`config.mk`:
```
export PLATFORM = sky130hd
export DESIGN_NAME = ntt_bu_reduce
export DESIGN_NICKNAME = d
export VERILOG_FILES = /design/src/rtl/ntt_pkg.sv /design/src/rtl/ntt_barrett_lane.sv /design/src/rtl/ntt_bu_reduce.sv
export SDC_FILE = /design/constraint.sdc
export NUM_CORES = 2
export LEC_CHECK = 0
export BUFFER_PORTS_ARGS = -buffer_cell sky130_fd_sc_hd__buf_2
export CAP_MARGIN = 20
export CELL_PAD_IN_SITES_DETAIL_PLACEMENT = 0
export CELL_PAD_IN_SITES_GLOBAL_PLACEMENT = 1
export CORE_UTILIZATION = 52
export CTS_BUF_LIST = sky130_fd_sc_hd__clkbuf_16
export DETAILED_ROUTE_END_ITERATION = 12
export GPL_ROUTABILITY_DRIVEN = 0
export PLACE_DENSITY_LB_ADDON = 0.1
export SYNTH_ARGS = -nofsm -noshare
export SYNTH_HDL_FRONTEND = slang
export SYNTH_HIERARCHICAL = 1
export SYNTH_SLANG_ARGS = --single-unit
```
`constraint.sdc`:
```
create_clock -name clk_i -period 15.05 [get_ports clk_i]
set_clock_uncertainty 0.1 [all_clocks]
set_input_delay 3.01 -clock clk_i [delete_from_list [all_inputs] [get_ports clk_i]]
set_output_delay 3.01 -clock clk_i [all_outputs]
set_load 0.03 [all_outputs]
```
`src/rtl/ntt_pkg.sv`:
```
// Shared constants and types for the NTT butterfly reduction stage.
// Holds the default coefficient width, modulus Q, Barrett shift K and the
// Barrett multiplier M = floor(2^K / Q), plus a constant function for M.
package ntt_pkg;

    localparam int          COEF_W = 32;
    localparam int          WIDE_W = 2 * COEF_W;
    localparam int unsigned Q      = 32'd8380417;
    localparam int          K      = WIDE_W;
    localparam int          Q_W    = $clog2(Q + 1);
    // floor(2^K / Q) needs at most K - Q_W + 1 bits
    localparam int          M_W    = K - Q_W + 1;

    typedef logic [COEF_W-1:0] coef_t;
    typedef logic [WIDE_W-1:0] wide_t;

    // floor(2^k / q) by restoring long division of the (k+1)-bit dividend 1<<k.
    // Supports k <= 127 and q < 2^63.
    function automatic logic [127:0] barrett_m(input int k, input logic [63:0] q);
        logic [127:0] quo;
        logic [64:0]  rem;
        quo = '0;
        rem = '0;
        for (int i = k; i >= 0; i--) begin
            rem = {rem[63:0], (i == k)};
            if (rem >= {1'b0, q}) begin
                rem = rem - {1'b0, q};
                if (i < 128) quo[i] = 1'b1;
            end
        end
        return quo;
    endfunction

    localparam logic [127:0] BARRETT_M = barrett_m(K, 64'(Q));

endpackage

```
`src/rtl/ntt_barrett_lane.sv`:
```
// One lane of the 3-stage signed Barrett reduction datapath.
// S1: sign/abs, S2: quotient estimate, S3: correction + sign fix-up.
// Each stage register loads on its own enable; flow control lives in the top.
module ntt_barrett_lane
    import ntt_pkg::*;
#(
    parameter int DATA_WIDTH = COEF_W,
    parameter int VAL_Q      = Q
) (
    input  logic                    clk,
    input  logic                    rst,
    input  logic                    en1,
    input  logic                    en2,
    input  logic                    en3,
    input  logic [2*DATA_WIDTH-1:0] x,
    output logic [DATA_WIDTH-1:0]   r
);

    localparam int WW = 2 * DATA_WIDTH;
    localparam int RW = DATA_WIDTH + 2;   // holds r in [0, 3Q)

    localparam logic [127:0]  M_FULL = barrett_m(WW, 64'(VAL_Q));
    localparam logic [WW-1:0] M_K    = M_FULL[WW-1:0];
    localparam logic [WW-1:0] Q_WW   = WW'(VAL_Q);
    localparam logic [RW-1:0] Q_RW   = RW'(VAL_Q);

    logic                  s1, s2;
    logic [WW-1:0]         a1, a2, q2;
    logic [WW-1:0]         a_abs, q_next;
    logic [RW-1:0]         r_raw, r_c1, r_c2;
    logic [DATA_WIDTH-1:0] r_fix;

    // S1 input: magnitude of the signed wide word
    always_comb begin
        a_abs = x[WW-1] ? (~x + 1'b1) : x;
    end

    // S2 input: quotient estimate from the top half of the full-width product
    always_comb begin
        q_next = WW'(((2*WW)'(a1) * (2*WW)'(M_K)) >> WW);
    end

    // S3 input: remainder (estimate is at most 2 short), then apply the sign
    always_comb begin
        r_raw = RW'(a2 - q2 * Q_WW);
        r_c1  = (r_raw >= Q_RW) ? r_raw - Q_RW : r_raw;
        r_c2  = (r_c1 >= Q_RW) ? r_c1 - Q_RW : r_c1;
        r_fix = DATA_WIDTH'((s2 && r_c2 != '0) ? Q_RW - r_c2 : r_c2);
    end

    // Stage registers, each advancing only on its enable
    always_ff @(posedge clk or posedge rst) begin
        if (rst) begin
            s1 <= 1'b0;
            a1 <= '0;
            s2 <= 1'b0;
            a2 <= '0;
            q2 <= '0;
            r  <= '0;
        end else begin
            if (en1) begin
                s1 <= x[WW-1];
                a1 <= a_abs;
            end
            if (en2) begin
                s2 <= s1;
                a2 <= a1;
                q2 <= q_next;
            end
            if (en3) begin
                r <= r_fix;
            end
        end
    end

endmodule

```
`src/rtl/ntt_bu_reduce.sv`:
```
// Modular reduction stage after the NTT butterfly: reduces the signed
// double-width sum/difference pair to canonical residues in [0, Q) with a
// 3-cycle valid/ready pipeline (bubbles collapse, 1 pair/cycle when unstalled).
// Optional build macro NTT_BU_REDUCE_ERRCHK_EN adds a sticky err_o flag for
// accepted inputs outside the supported signed range.
module ntt_bu_reduce
    import ntt_pkg::*;
#(
    parameter int DATA_WIDTH = COEF_W,
    parameter int VAL_Q      = Q
) (
    input  logic                    clk_i,
    input  logic                    reset_i,
    input  logic                    in_valid_i,
    output logic                    in_ready_o,
    input  logic [2*DATA_WIDTH-1:0] sum_i,
    input  logic [2*DATA_WIDTH-1:0] diff_i,
    output logic                    out_valid_o,
    input  logic                    out_ready_i,
    output logic [DATA_WIDTH-1:0]   sum_o,
    output logic [DATA_WIDTH-1:0]   diff_o
`ifdef NTT_BU_REDUCE_ERRCHK_EN
    ,
    output logic                    err_o
`endif
);

    localparam int STAGES = 3;
    localparam int WW     = 2 * DATA_WIDTH;

    logic [STAGES:1]            vld_pipe;
    logic                       ld1, ld2, ld3;
    logic                       en1, en2, en3;
    logic [1:0][WW-1:0]         lane_x;
    logic [1:0][DATA_WIDTH-1:0] lane_r;

    // A stage may load when it is empty or its successor is loading
    always_comb begin
        ld3 = !vld_pipe[3] | out_ready_i;
        ld2 = !vld_pipe[2] | ld3;
        ld1 = !vld_pipe[1] | ld2;
        en1 = ld1 & in_valid_i;
        en2 = ld2 & vld_pipe[1];
        en3 = ld3 & vld_pipe[2];
    end

    assign in_ready_o  = ld1;
    assign out_valid_o = vld_pipe[3];

    // Valid chain: each bit follows its predecessor when its stage loads
    always_ff @(posedge clk_i or posedge reset_i) begin
        if (reset_i) begin
            vld_pipe <= '0;
        end else begin
            if (ld1) vld_pipe[1] <= in_valid_i;
            if (ld2) vld_pipe[2] <= vld_pipe[1];
            if (ld3) vld_pipe[3] <= vld_pipe[2];
        end
    end

    assign lane_x = {diff_i, sum_i};

    genvar g;
    generate
        for (g = 0; g < 2; g++) begin : g_lane
            ntt_barrett_lane #(
                .DATA_WIDTH (DATA_WIDTH),
                .VAL_Q      (VAL_Q)
            ) u_lane (
                .clk (clk_i),
                .rst (reset_i),
                .en1 (en1),
                .en2 (en2),
                .en3 (en3),
                .x   (lane_x[g]),
                .r   (lane_r[g])
            );
        end
    endgenerate

    assign sum_o  = lane_r[0];
    assign diff_o = lane_r[1];

`ifdef NTT_BU_REDUCE_ERRCHK_EN
    // Supported range is -2^(WW-2) < x < 2^(WW-2): top two bits equal,
    // and the single most-negative value of that window is excluded.
    function automatic logic out_of_range(input logic [WW-1:0] x);
        return (x[WW-1] != x[WW-2]) || (x == {2'b11, {(WW-2){1'b0}}});
    endfunction

    // Sticky range-error flag, cleared only by reset
    always_ff @(posedge clk_i or posedge reset_i) begin
        if (reset_i) begin
            err_o <= 1'b0;
        end else if (in_valid_i && in_ready_o &&
                     (out_of_range(sum_i) || out_of_range(diff_i))) begin
            err_o <= 1'b1;
        end
    end
`endif

endmodule

```
After elaboration in Yosys (flattened, before gate mapping):

Index checks and enable logic that the tools add are counted.

* word-level logic and storage cells: 56
* input bits: 132
* register bits after elaboration: 351
* output and inout port bits: 66

* mux-type cells: 8
* magnitude comparators: 4
* reductions and logical operators: 7
* $mul: 4
* bitwise operators: 8
* add/sub/neg operators: 10

Operators with widths (count)
* $mul 64x42->106 const B: 2
* $ge 34x23->1 const B: 4
* $mux 34: 4
* $sub 34x23->34 const B: 4
* $add 64x1->64 const B: 2
* $mux 64: 2
* $not 64->64: 2
* $mul 42x23->34 const B: 2
* $reduce_bool 34->1: 2
* $sub 34x34->34: 2
* $mux 32: 2
* $sub 23x32->32 const A: 2
* $and 1x1->1: 3
* $logic_not 1->1: 3
* $or 1x1->1: 3
* $logic_and 1x1->1: 2

Depth between registers and ports, before layout:

* word-level depth: 9
* depth in mapped cells: 47
* mapped depth without buffers: 43

Modules after synthesis:

Netlist, hierarchy kept.

Modules (own cells, without submodules)
* ntt_barrett_lane at g_lane[1].u_lane: instances 1, area each 36356.1 um2, cells an instance 3737, seq. area each 4154.0 um2
* ntt_barrett_lane at g_lane[0].u_lane: instances 1, area each 34747.1 um2, cells an instance 3522, seq. area each 4154.0 um2
* ntt_bu_reduce: instances 1, area each 148.9 um2, cells an instance 13, seq. area each 75.1 um2

Worst setup path after synthesis:

No wires, ideal clock.

* path type: register to register
* start: register g_lane[0].u_lane.q2[3]
* end: register g_lane[0].u_lane.r[13]
* data required time: 14.825 ns
* slack: 3.335 ns
* setup time: 0.125 ns
* data arrival time: 11.490 ns
* stages on the path, launching flop included: 42
* path buffers: 4
* path through: dfrtp_1 > inv_1 > fa_1 > inv_1 > fa_1 > inv_1 > fa_1 > fa_1 > fa_1 > inv_1 > fa_1 > fa_1 > inv_1 > ha_1 > buf_2 > and2_1 > nand3_1 > nor3_1 > [... 6 more ...] > nor4_4 > buf_2 > xnor2_1 > ha_1 > inv_1 > or3_4 > or3_1 > buf_2 > o21a_1 > nor3_4 > nand3_1 > xor2_1 > or4_4 > nor4_4 > buf_4 > nor3_1 > xor2_1 > mux2_2

* longest elaborated chain between the ends: 9
* elaborated cells on any way between the ends: 12
* classes of those cells: add/sub (4); mul (1); order compare (2); mux (3); reduce/logical (2)

Ends and longest elaborated chain
* start: declaration: line ntt_barrett_lane.sv:28 `logic [WW-1:0] a1, a2, q2;`
* start signal: assignment: line ntt_barrett_lane.sv:68 `q2 <= q_next;`
* $mul 42x23->34 *: line ntt_barrett_lane.sv:45 `r_raw = RW'(a2 - q2 * Q_WW);`
* $sub 34x34->34 *: line ntt_barrett_lane.sv:45
* $sub 34x23->34 or $ge 34x23->1 (tied branches): line ntt_barrett_lane.sv:46 `r_c1 = (r_raw >= Q_RW) ? r_raw - Q_RW : r_raw;`
* $mux 34 *: line ntt_barrett_lane.sv:46
* $sub 34x23->34 or $ge 34x23->1 (tied branches): line ntt_barrett_lane.sv:47 `r_c2 = (r_c1 >= Q_RW) ? r_c1 - Q_RW : r_c1;`
* $mux 34 *: line ntt_barrett_lane.sv:47
* branches (longest 2 deep; another with $sub 23x32->32)
* $mux 32 *: line ntt_barrett_lane.sv:48 `r_fix = DATA_WIDTH'((s2 && r_c2 != '0) ? Q_RW - r_c2 : r_c2);`
* end signal: assignment: line ntt_barrett_lane.sv:71 `r <= r_fix;`
* end: declaration: line ntt_barrett_lane.sv:16 `output logic [DATA_WIDTH-1:0] r`

Mark *: on every way between the ends.
A chain may end at the register's enable or synchronous reset.

Worst setup path in the final report:

* start: register g_lane[0].u_lane.q2[3]
* end: register g_lane[0].u_lane.r[29]

Same word-level chain as after synthesis.

==> report_table.html <==
<table>
<tr><th>Metric</th><th>Value</th></tr>
<tr><th colspan="2">Status</th></tr>
<tr><td>Status</td><td>finished, final reports clean</td></tr>
<tr><th colspan="2">Yosys</th></tr>
<tr><td>Count of distinct cell types in the synthesized netlist</td><td>134</td></tr>
<tr><td>Largest area contributor in the netlist</td><td>sky130_fd_sc_hd__ha_1</td></tr>
<tr><td>Number of synthesized flops with an enable pin</td><td>0</td></tr>
<tr><td>Post-synth top cells</td><td>sky130_fd_sc_hd__ha_1, sky130_fd_sc_hd__inv_1, sky130_fd_sc_hd__fa_1</td></tr>
<tr><td>Average footprint of a synthesized cell</td><td>9.798 um2</td></tr>
<tr><td>Most used DFF post-synth</td><td>sky130_fd_sc_hd__dfrtp_1</td></tr>
<tr><td>Share of the yosys chip area belonging to registers</td><td>0.1177</td></tr>
<tr><td>Post-synthesis sequential element count</td><td>335</td></tr>
<tr><td>Count of yosys warnings during synthesis</td><td>6</td></tr>
<tr><td>Fraction of synthesis flops using an asynchronous set or reset pin</td><td>1.000</td></tr>
<tr><td>Combined area of all synthesized cells</td><td>0.07125 mm2</td></tr>
<tr><td>Top cells by area, synth</td><td>sky130_fd_sc_hd__ha_1, sky130_fd_sc_hd__fa_1, sky130_fd_sc_hd__dfrtp_1</td></tr>
<tr><td>Cell with the most instances after synthesis</td><td>sky130_fd_sc_hd__ha_1</td></tr>
<tr><td>Mapped Cells</td><td>7272</td></tr>
<tr><td>Synthesized netlist net count</td><td>9847</td></tr>
<tr><td>Fraction of post-synthesis cell area in the top cell type by area</td><td>0.2674</td></tr>
<tr><th colspan="2">Global routing</th></tr>
<tr><td>Routing usage on met3</td><td>0.04303</td></tr>
<tr><td>Busiest metal layer after global routing</td><td>met2</td></tr>
<tr><td>Initial antenna violation count</td><td>4</td></tr>
<tr><td>Global-route wire length before repair</td><td>302900 um</td></tr>
<tr><td>Via count of the first global-routing pass</td><td>54640</td></tr>
<tr><td>Global routing usage on met2</td><td>0.4821</td></tr>
<tr><td>Gr ovfl total</td><td>0</td></tr>
<tr><td>Grt met1 use</td><td>0.3675</td></tr>
<tr><td>Maximum number of pins on one net before global-route repair</td><td>212</td></tr>
<tr><td>Overall global routing resource usage</td><td>0.2832</td></tr>
<tr><th colspan="2">Layout</th></tr>
<tr><td>Area growth from synthesis to layout</td><td>6.085%</td></tr>
<tr><td>Share of final-layout standard cells stronger than drive strength 1</td><td>0.06582</td></tr>
<tr><td>Util after Layout</td><td>0.5573</td></tr>
<tr><td>Nets</td><td>9970</td></tr>
<tr><td>Filler cell count</td><td>12410</td></tr>
<tr><td>Reg area</td><td>0.008383 mm2</td></tr>
<tr><td>Area occupied by multi-input gates</td><td>0.05773 mm2</td></tr>
<tr><th colspan="2">STA</th></tr>
<tr><td>Count of pins over their slew limit</td><td>0</td></tr>
<tr><td>Rel. slew slack</td><td>0.2577</td></tr>
<tr><td>Final period util</td><td>0.8956</td></tr>
<tr><td>Crit path time final</td><td>13.48 ns</td></tr>
<tr><td>Endpoints failing setup</td><td>0</td></tr>
<tr><td>Summed negative setup slack over all endpoints</td><td>0 ns</td></tr>
<tr><td>Transition time at the pin with the least slew margin</td><td>1.113 ns</td></tr>
<tr><td>Final worst setup slack</td><td>1.571 ns</td></tr>
<tr><td>Final Hold Vio Count</td><td>0</td></tr>
<tr><td>Max Clock Freq</td><td>74.19 MHz</td></tr>
<tr><td>Unrepaired setup endpoints after global routing</td><td>no</td></tr>
<tr><th colspan="2">Clocking</th></tr>
<tr><td>H-tree Lvls</td><td>2</td></tr>
<tr><td>Clk buf depth</td><td>3</td></tr>
<tr><td>Number of buffers created by CTS</td><td>46</td></tr>
<tr><td>Hold-fix buffer count after cts</td><td>0</td></tr>
<tr><td>Clk_lat worst skew</td><td>0.66 ns</td></tr>
<tr><td>Clock root buffer master</td><td>sky130_fd_sc_hd__clkbuf_16</td></tr>
<tr><td>Clock sink total</td><td>335</td></tr>
<tr><td>Post_cts resized</td><td>0</td></tr>
<tr><td>Setup bufs post-CTS</td><td>0</td></tr>
<tr><td>Clock transition time at the flip-flop clock pins of the worst setup and hold paths</td><td>0.07 ns</td></tr>
<tr><td>Clock tree from TritonCTS</td><td>yes</td></tr>
<tr><th colspan="2">Route</th></tr>
<tr><td>Number of iterations in the first detailed-routing pass</td><td>5</td></tr>
<tr><td>DR vias/cell</td><td>5.703</td></tr>
<tr><td>Final WL</td><td>191100 um</td></tr>
<tr><td>Total via count in the routed design</td><td>52540</td></tr>
<tr><td>Initial DRC count</td><td>3089</td></tr>
<tr><td># DRC</td><td>0</td></tr>
<tr><td>Per-cell routed wire length</td><td>20.74 um</td></tr>
<tr><td>Antenna viol nets, final</td><td>0</td></tr>
<tr><th colspan="2">Placement</th></tr>
<tr><td>Number of I/O port buffers</td><td>197</td></tr>
<tr><td>Worst setup timing slack at the placement stage</td><td>1.442 ns</td></tr>
<tr><td>Sum of net half-perimeters after detailed placement</td><td>158600 um</td></tr>
<tr><th colspan="2">Hold path</th></tr>
<tr><td>Tightest Hold Check Type</td><td>register to register</td></tr>
<tr><th colspan="2">Floorplan</th></tr>
<tr><td># IOs</td><td>198</td></tr>
<tr><td>Initial standard-cell utilization of the core</td><td>0.5253</td></tr>
<tr><td>Horizontal extent of the die</td><td>372.2 um</td></tr>
<tr><td>Full die area</td><td>0.1385 mm2</td></tr>
<tr><td>Count of standard-cell rows</td><td>135</td></tr>
<tr><td>Vertical die dimension</td><td>372.2 um</td></tr>
<tr><td>Core ar.</td><td>0.1356 mm2</td></tr>
<tr><th colspan="2">Worst setup path</th></tr>
<tr><td>Crit end category</td><td>register</td></tr>
<tr><td>Startpoint type of the worst setup path</td><td>register</td></tr>
<tr><td>Worst EP arrival</td><td>13.88 ns</td></tr>
<tr><td>Data required time at the worst endpoint</td><td>15.45 ns</td></tr>
<tr><td>CP Max Fanout</td><td>19</td></tr>
<tr><td>Delay contributed by the slowest stage of the critical path</td><td>0.71 ns</td></tr>
<tr><td>Kind of critical path</td><td>register to register</td></tr>
<tr><td>Max stage delay cell, worst path</td><td>sky130_fd_sc_hd__nor3_1</td></tr>
<tr><th colspan="2">Run</th></tr>
<tr><td>Maximum capacitance violations</td><td>0</td></tr>
</table>
[routing by layer]
layer	share of wire	wire length, um	vias up
met5	0.00021	40	-
met4	0.034	6472	6
met3	0.048	9189	272
met2	0.48	92280	1032
met1	0.43	83100	26170
li1	-	-	25070
[flip-flops by register name, indices dropped and copies added, names as in the netlist]
| signal | count |
|---|---|
| vld_pipe | 3 |
| g_lane.u_lane/a1 | 128 |
| g_lane.u_lane/s1 | 2 |
| g_lane.u_lane/a2 | 68 |
| g_lane.u_lane/s2 | 2 |
| g_lane.u_lane/r | 64 |
| g_lane.u_lane/q2 | 68 |
[metrics by stage]
| step | instances | hold slack [ns] | area, um2 |
|---|---|---|---|
| detailed placement | 9127 | 0.3848 | 74050 |
| finish | 9212 | 0.3925 | 75590 |
| CTS | 9209 | 0.3987 | 75570 |
| global placement | 9127 | 0.3762 | 74050 |
| global route | 9210 | 0.4186 | 75580 |
| floorplan | 7272 | 0.3492 | 71250 |
[path summary, 6_finish.rpt]
check                           slack [ns]  cells past startpoint                   start                endpoint
worst max register to register        1.57                     41  g_lane[0].u_lane/q2[3]  g_lane[0].u_lane/r[29]
worst max-delay path                  1.57                     41  g_lane[0].u_lane/q2[3]  g_lane[0].u_lane/r[29]
max in group asynchronous            10.47                      4                 reset_i  g_lane[0].u_lane/r[24]
worst min-delay path                  0.39                      2   g_lane[1].u_lane/r[6]   g_lane[1].u_lane/r[6]
min in group asynchronous             2.19                      2                 reset_i             vld_pipe[1]
worst min register to register        0.39                      2   g_lane[1].u_lane/r[6]   g_lane[1].u_lane/r[6]
[cells by family (layout without fill, tap and decap cells)]
group | count (synthesis) | after routing | synth area share
xor gates and xnor gates | 431 | 431 | 0.05356
other | 0 | 2 | 0
adders and majority gates | 2443 | 2443 | 0.5259
and+or+nand+nor | 1453 | 1453 | 0.1059
muxes | 85 | 85 | 0.01305
buffers and inverters | 1339 | 1496 | 0.07237
AOI/OAI and AO/OA | 1186 | 1186 | 0.1116
DFF | 335 | 335 | 0.1177
[worst max-delay path, delay by kind of cell, from the launching register on]
kind | cells | cell delay [ns]
buffers and inverters | 8 | 0.83
flip-flops | 1 | 0.40
adder cells (fa/ha/maj) | 10 | 4.72
AND/OR/NAND/NOR | 14 | 4.86
AO/OA/AOI/OAI | 6 | 1.55
XOR/XNOR | 3 | 0.83
[layout by cell type, fill, tap and decap left out, types with 13 or more instances in the layout]
master                      count
sky130_fd_sc_hd__a211o_1       17
sky130_fd_sc_hd__a211oi_1      56
sky130_fd_sc_hd__a21o_1        92
sky130_fd_sc_hd__a21oi_1      326
sky130_fd_sc_hd__a311oi_1      13
sky130_fd_sc_hd__a31oi_1       45
sky130_fd_sc_hd__and2_1        39
sky130_fd_sc_hd__and3_1        59
sky130_fd_sc_hd__and4_1        23
sky130_fd_sc_hd__buf_2        197
sky130_fd_sc_hd__buf_4         36
sky130_fd_sc_hd__clkbuf_16     47
sky130_fd_sc_hd__dfrtp_1      335
sky130_fd_sc_hd__fa_1         920
sky130_fd_sc_hd__ha_1        1523
sky130_fd_sc_hd__inv_1       1186
sky130_fd_sc_hd__mux2_2        60
sky130_fd_sc_hd__mux2i_1       22
sky130_fd_sc_hd__nand2_1      334
sky130_fd_sc_hd__nand2b_1      41
sky130_fd_sc_hd__nand3_1      114
sky130_fd_sc_hd__nand4_1       69
sky130_fd_sc_hd__nor2_1       368
sky130_fd_sc_hd__nor2b_1       47
sky130_fd_sc_hd__nor3_1       102
sky130_fd_sc_hd__nor4_1        44
sky130_fd_sc_hd__o211ai_1      35
sky130_fd_sc_hd__o21a_1        34
sky130_fd_sc_hd__o21ai_0      255
sky130_fd_sc_hd__o21ai_1       16
sky130_fd_sc_hd__o21bai_1      17
sky130_fd_sc_hd__o31ai_1       60
sky130_fd_sc_hd__o41ai_1       21
sky130_fd_sc_hd__or2_2         25
sky130_fd_sc_hd__or3_1         66
sky130_fd_sc_hd__or4_1         33
sky130_fd_sc_hd__xnor2_1      233
sky130_fd_sc_hd__xor2_1       194
[area by class of cell]
cell class                      count  share of cell area
Clock inverter                     35            0.004569
Timing Repair Buffer              235             0.01703
Tap cell                         1781             0.02948
Inverter                         1179             0.05868
Multi-Input combinational cell   5598              0.7637
Sequential cell                   335              0.1109
Clock buffer                       47             0.01556
Antenna cell                        2          0.00006621
Power is not shown: default switching activity piles up to over one toggle a cycle in this logic, so the estimate is an artifact.
